$ cat config.mk
export PLATFORM = sky130hd
export DESIGN_NAME = rom_ctrl_word_sink
export DESIGN_NICKNAME = d
export VERILOG_FILES = /design/src/rtl/rom_ctrl_sink_pkg.sv /design/src/rtl/rom_ctrl_sink_obuf.sv /design/src/rtl/rom_ctrl_word_sink.sv
export SDC_FILE = /design/constraint.sdc
export NUM_CORES = 1
export LEC_CHECK = 0
export BUFFER_PORTS_ARGS = -buffer_cell sky130_fd_sc_hd__buf_2
export CORE_MARGIN = 2
export CORE_UTILIZATION = 30
export DETAILED_ROUTE_END_ITERATION = 8
export RECOVER_POWER = 100
export SYNTH_ARGS = -nofsm -noshare
export SYNTH_HDL_FRONTEND = slang
export SYNTH_SLANG_ARGS = --single-unit
$ cat constraint.sdc
create_clock -name clk_i -period 6.8 [get_ports clk_i]
set_input_delay 0.34 -clock clk_i [delete_from_list [all_inputs] [get_ports clk_i]]
set_output_delay 0.34 -clock clk_i [all_outputs]
set_load 0.1 [all_outputs]
$ cat src/rtl/rom_ctrl_sink_pkg.sv
// rom_ctrl_sink_pkg: shared state encoding and sizing helper for the ROM checker word sink.
package rom_ctrl_sink_pkg;

   typedef enum logic [1:0] {StHash, StTop, StDone, StErr} sink_state_e;

   function automatic int unsigned calc_nontop(input int unsigned depth, input int unsigned top_count);
      return depth - top_count;
   endfunction

endpackage

$ cat src/rtl/rom_ctrl_sink_obuf.sv
// rom_ctrl_sink_obuf: one-entry registered valid/ready output stage.
module rom_ctrl_sink_obuf #(
   parameter int unsigned W = 41
) (
   input  logic         clk_i,
   input  logic         rst_ni,
   input  logic         load_i,
   input  logic [W-1:0] data_i,
   input  logic         ready_i,
   output logic         valid_o,
   output logic [W-1:0] data_o
);

   logic         valid_q, valid_d;
   logic [W-1:0] data_q, data_d;

   always_comb begin
      valid_d = load_i | (valid_q & ~ready_i);
      data_d  = load_i ? data_i : (valid_q & ready_i) ? '0 : data_q;
   end

   always_ff @(posedge clk_i or negedge rst_ni) begin
      if (!rst_ni) begin
         valid_q <= 1'b0;
         data_q  <= '0;
      end else begin
         valid_q <= valid_d;
         data_q  <= data_d;
      end
   end

   assign valid_o = valid_q;
   assign data_o  = data_q;

endmodule

$ cat src/rtl/rom_ctrl_word_sink.sv
// rom_ctrl_word_sink: forwards non-top ROM words to KMAC, captures the top words as the
// expected digest and flags out-of-order or mis-tagged words.
module rom_ctrl_word_sink
   import rom_ctrl_sink_pkg::*;
#(
   parameter  int unsigned RomDepth    = 16,
   parameter  int unsigned RomTopCount = 2,
   parameter  int unsigned DW          = 40,
   localparam int unsigned AW          = RomDepth > 1 ? $clog2(RomDepth) : 1
) (
   input  logic                      clk_i,
   input  logic                      rst_ni,
   input  logic                      word_vld_i,
   output logic                      word_rdy_o,
   input  logic [AW-1:0]             word_addr_i,
   input  logic [DW-1:0]             word_data_i,
   input  logic                      word_last_nontop_i,
   output logic                      kmac_valid_o,
   output logic [DW-1:0]             kmac_data_o,
   output logic                      kmac_last_o,
   input  logic                      kmac_ready_i,
   output logic [RomTopCount*DW-1:0] exp_digest_o,
   output logic                      exp_vld_o,
   output logic                      err_o
);

   localparam int unsigned NonTop = calc_nontop(RomDepth, RomTopCount);

   sink_state_e   state_q, state_d;
   logic [AW-1:0] exp_addr_q, exp_addr_d;
   logic          xfer, ok, load, cap;
   logic [DW:0]   obuf_q;

   always_comb begin
      word_rdy_o = state_q == StHash ? (~kmac_valid_o | kmac_ready_i) : state_q == StTop;
      xfer       = word_vld_i & word_rdy_o;
      ok         = (word_addr_i == exp_addr_q) &
                   (word_last_nontop_i == (word_addr_i == AW'(NonTop - 1)));
      load       = xfer & ok & (state_q == StHash);
      cap        = xfer & ok & (state_q == StTop);
      exp_addr_d = (load | cap) ? exp_addr_q + AW'(1) : exp_addr_q;
      state_d    = state_q;
      if (xfer && !ok) state_d = StErr;
      else if (load && word_last_nontop_i) state_d = StTop;
      else if (cap && word_addr_i == AW'(RomDepth - 1)) state_d = StDone;
   end

   always_ff @(posedge clk_i or negedge rst_ni) begin
      if (!rst_ni) begin
         state_q    <= StHash;
         exp_addr_q <= '0;
      end else begin
         state_q    <= state_d;
         exp_addr_q <= exp_addr_d;
      end
   end

   rom_ctrl_sink_obuf #(.W(DW + 1)) u_obuf (
      .clk_i   (clk_i),
      .rst_ni  (rst_ni),
      .load_i  (load),
      .data_i  ({word_last_nontop_i, word_data_i}),
      .ready_i (kmac_ready_i),
      .valid_o (kmac_valid_o),
      .data_o  (obuf_q)
   );

   assign kmac_last_o = obuf_q[DW];
   assign kmac_data_o = obuf_q[DW-1:0];

   // Slot k holds the word at address NonTop + k.
   for (genvar k = 0; k < RomTopCount; k++) begin : g_slot
      logic [DW-1:0] slot_q;
      always_ff @(posedge clk_i or negedge rst_ni) begin
         if (!rst_ni) slot_q <= '0;
         else if (cap && word_addr_i == AW'(NonTop + k)) slot_q <= word_data_i;
      end
      assign exp_digest_o[k*DW +: DW] = slot_q;
   end

   assign exp_vld_o = state_q == StDone;
   assign err_o     = state_q == StErr;

   a_kmac_stable: assert property (@(posedge clk_i) disable iff (!rst_ni)
      kmac_valid_o && !kmac_ready_i |=> kmac_valid_o && $stable(kmac_data_o) && $stable(kmac_last_o));
   a_excl: assert property (@(posedge clk_i) disable iff (!rst_ni) !(exp_vld_o && err_o));
   a_vld_sticky: assert property (@(posedge clk_i) disable iff (!rst_ni) exp_vld_o |=> exp_vld_o);
   a_err_sticky: assert property (@(posedge clk_i) disable iff (!rst_ni) err_o |=> err_o);

endmodule

==> metrics.md <==
| Metric | Value |
|---|---|
| Run status | complete, but fails checks |
| Routing usage on met3 | 4.194% |
| Total track usage | 13.70% |
| DP Wirelength | slightly above 8000 um |
| Sw Share | 22.43% |
| Max-cap violations | 3 |
| Clock Skews | 7.652 ps |
| Crit share post-route | 61.18% |
| CP Buf/Inv Count | 1 |
| Relative slew slack | -123.1% |
| Via count | ~3.6k |
| Seq/Total Area, Yosys | approximately three fifths |
| Clock share of power | 51.0% |
| Cell variety after synth | 31 |
| Starting Density | 30.76% |
| Clock transition at path regs | 60 ps |
| Worst vdd ir | between 150 and 200 uV |
| H-tree depth | 4 |
| Die Wd | 137.4 um |
| Failing checks | max-capacitance violations, max-slew violations |
| HP Class | input port to flip-flop |
| Largest fanout on the critical path | 42 |
| Vias per inst | 4.447 |
| CTS tree | yes |
| Pin count of the biggest net entering global routing | 67 |
| Biggest area consumer among synthesized cells | dfrtp_1 |
| Total internal power | 1310 uW |
| Commonest cells after routing, fill and taps aside | clkbuf_1 (129), dfrtp_1 (128), buf_2 (47), inv_1 (45) |
| Full die area | 18,880 um^2 |
| Combinational Power Share | 3.7% |
| Combined area of the multi-input logic cells | 1719 um^2 |
| Syn_nets | 437 |
| Post-route DRC | 0 |
| Crit. End Element | flip-flop |
| Synth top area cells | dfrtp_1 (60%), mux2_4 (11%), mux2_2 (8.4%) |
| Initial antenna violation count | 0 |
| Final hold violation count | 0 |
| Clock Latency Late Sink | 400 ps |
| Site Rows | 48 |
| Routed WL per cell | 15.69 um |
| Sink Count | 128 |
| FF+latch count, synth | 128 |
| DR iter-0 viols | 109 |
| Slowest cell delay on critical path | approximately 2400 ps |
| Port Buffers | around 170 |
| Routed Antenna Nets | 0 |
| Root Driver | clkbuf_16 |
| Switch Pwr | 378.6 uW |
| Met1 Resource Use GR | about 18% |
| Most common cell after layout, fill and taps aside | clkbuf_1 |
| First-pass GRT wire length | 19,740 um |
| Pwr dens | between 200 and 300 nW/um^2 |
| WL final | ~13,000 um |
| Gp weighted congestion | 0.7323 |
| Post-Syn Area per Cell | ~14 um^2 |
| N_diodes | 0 |
| Register Area | 3203 um^2 |
| Remaining global-route overflow | 0 |
| Setup CP Type | flip-flop to flip-flop |
| Num CTS Buffers | 17 |
| Synthesis-to-layout area growth | 25.01% |
| Seq pwr share | 45.3% |
| Met2 GRT Util | a little over a fifth |
| Final worst setup slack | 2640 ps |
| FMAX | 0.2404 GHz |
| Delay-heaviest family, CP | buffers and inverters |
| Io pins | 174 |
| Max Slew Vio Count | 127 |
| Critical Path Source Type | flip-flop |
| Final setup fails | 0 |
| Core area | 17,360 um^2 |
| Clk buf depth | 2 |
| CP arrival | 4280 ps |
| GRT busiest layer | met2 |
| Critical path cell sequence | nor3b_1, nor2_1, nand4b_1, clkbuf_1, o21ai_0 |
| Worst path slowest cell | clkbuf_1 |
| Post-Synthesis Cells | 387 |
| Synth Cell Area | 5339 um^2 |
| Critical Path RT | 6920 ps |
| P_leak | 0.003687 uW |
| Fill cells | roughly 1.8k |
| Layout cell share with drive strength beyond 1 | 20.93% |
| Vias in the first global route | 3,773 |
| Synth top area share | 60.00% |
| Period minus WS final | 4160 ps |
| Post-Place Setup Slack | 4135 ps |
| Nets | 615 |
| Setup TNS Final | 0 ps |
| DRT Pass-1 Iters | 4 |
| Die Height | 137.4 um |
| RSZ-0062 raised after global routing | no |
| Warnings, synthesis | 0 |
| Worst slew pin tran | 3347 ps |
| CTS resizes | 0 |
-- state kept, by name (all words and copies together) (netlist names) --
name            count
state_q             2
u_obuf.data_o      41
g_slot.slot_q      80
u_obuf.valid_o      1
exp_addr_q          4
-- stage by stage --
stage	power [uW]	instances	hold WS (ps)	utilization, %	area [um^2]
after floorplan	801.7	387	44.41	-	5339
after global placement	842.7	770	355.0	36.99	6420
after detailed placement	844.7	770	377.6	36.99	6420
after CTS	1721	803	141.2	40.28	6990
after global routing	1761	803	151.6	38.45	6674
final	1688	803	168.3	38.45	6674
-- per-layer routing --
metal	wire, um	share of wire, %	up-vias
met3	796	6.3	15
met1	5629	45	1798
met4	205	1.6	0
met5	0	0	-
met2	5970	47	120
li1	-	-	1638
-- final cells by class --
cell class	count	share of cell area (%)
inverter	45	2.531
tap	225	4.218
sequential	128	47.99
clock buffer	22	7.105
timing repair buffer	177	11.10
clock inverter	10	1.294
multi-input combinational	196	25.76
-- path summary, 6_finish.rpt --
check                                    startpoint                   end  slack (ps)  depth (start not counted)
worst max-delay path                     state_q[0]        u_obuf.valid_o        2640                          5
worst min-delay path                   kmac_ready_i        u_obuf.valid_o         170                          2
worst max register to register           state_q[0]        u_obuf.valid_o        2640                          5
worst min register to register  g_slot[0].slot_q[5]   g_slot[0].slot_q[5]         490                          1
max in group asynchronous                    rst_ni     u_obuf.data_o[32]        5040                          3
min in group asynchronous                    rst_ni  g_slot[1].slot_q[17]         480                          2
-- synthesized netlist by cell type --
master,n
nand2b_1,1
nand4_1,3
o21ai_0,1
mux2_2,40
a22o_1,1
buf_6,4
mux2_1,3
xnor2_1,4
mux2_4,38
or2_2,1
or4b_1,1
xor2_1,4
buf_2,8
nand3_1,1
inv_1,45
nor4b_1,1
ha_1,1
o311ai_0,1
clkbuf_1,5
and2_1,2
nor2_1,3
o211ai_1,1
nand2_1,42
mux2i_1,41
nand4b_1,2
buf_1,1
or4_1,1
and3_1,1
nor4_1,1
nor3b_1,1
dfrtp_1,128
-- timing repair --
action	CTS	global route
hold buffers	1	0
hold endpoints to repair	62	0
buffers inserted	0	0
-- worst reg2reg max path, delay by kind of cell, from the launching register on --
family          cells  cell delay (ps)
flops               1              460
buf+inv             1             2360
simple gates        3              720
compound gates      1              340
-- logic make-up after synthesis --
| kind of cell | count (synthesis) | synth area share (%) |
|---|---|---|
| DFF | 128 | 60.00 |
| muxes | 122 | 27.44 |
| buffers and inverters | 63 | 5.179 |
| and+or+nand+nor | 61 | 5.273 |
| xor gates and xnor gates | 8 | 1.312 |
| AOI/OAI and AO/OA | 4 | 0.5625 |
| adders and majority gates | 1 | 0.2343 |
-- power groups by stage --
| stage | logic, uW | clock network (uW) | registers, uW |
|---|---|---|---|
| after floorplan | 15.7 | 0 | 786 |
| after global placement | 64.3 | 0 | 778 |
| after detailed placement | 66.4 | 0 | 778 |
| after CTS | 67.1 | 889 | 765 |
| after global routing | 71.4 | 925 | 765 |
| final | 63.1 | 860 | 765 |
Note: power is estimated with default switching activity, not from simulation.
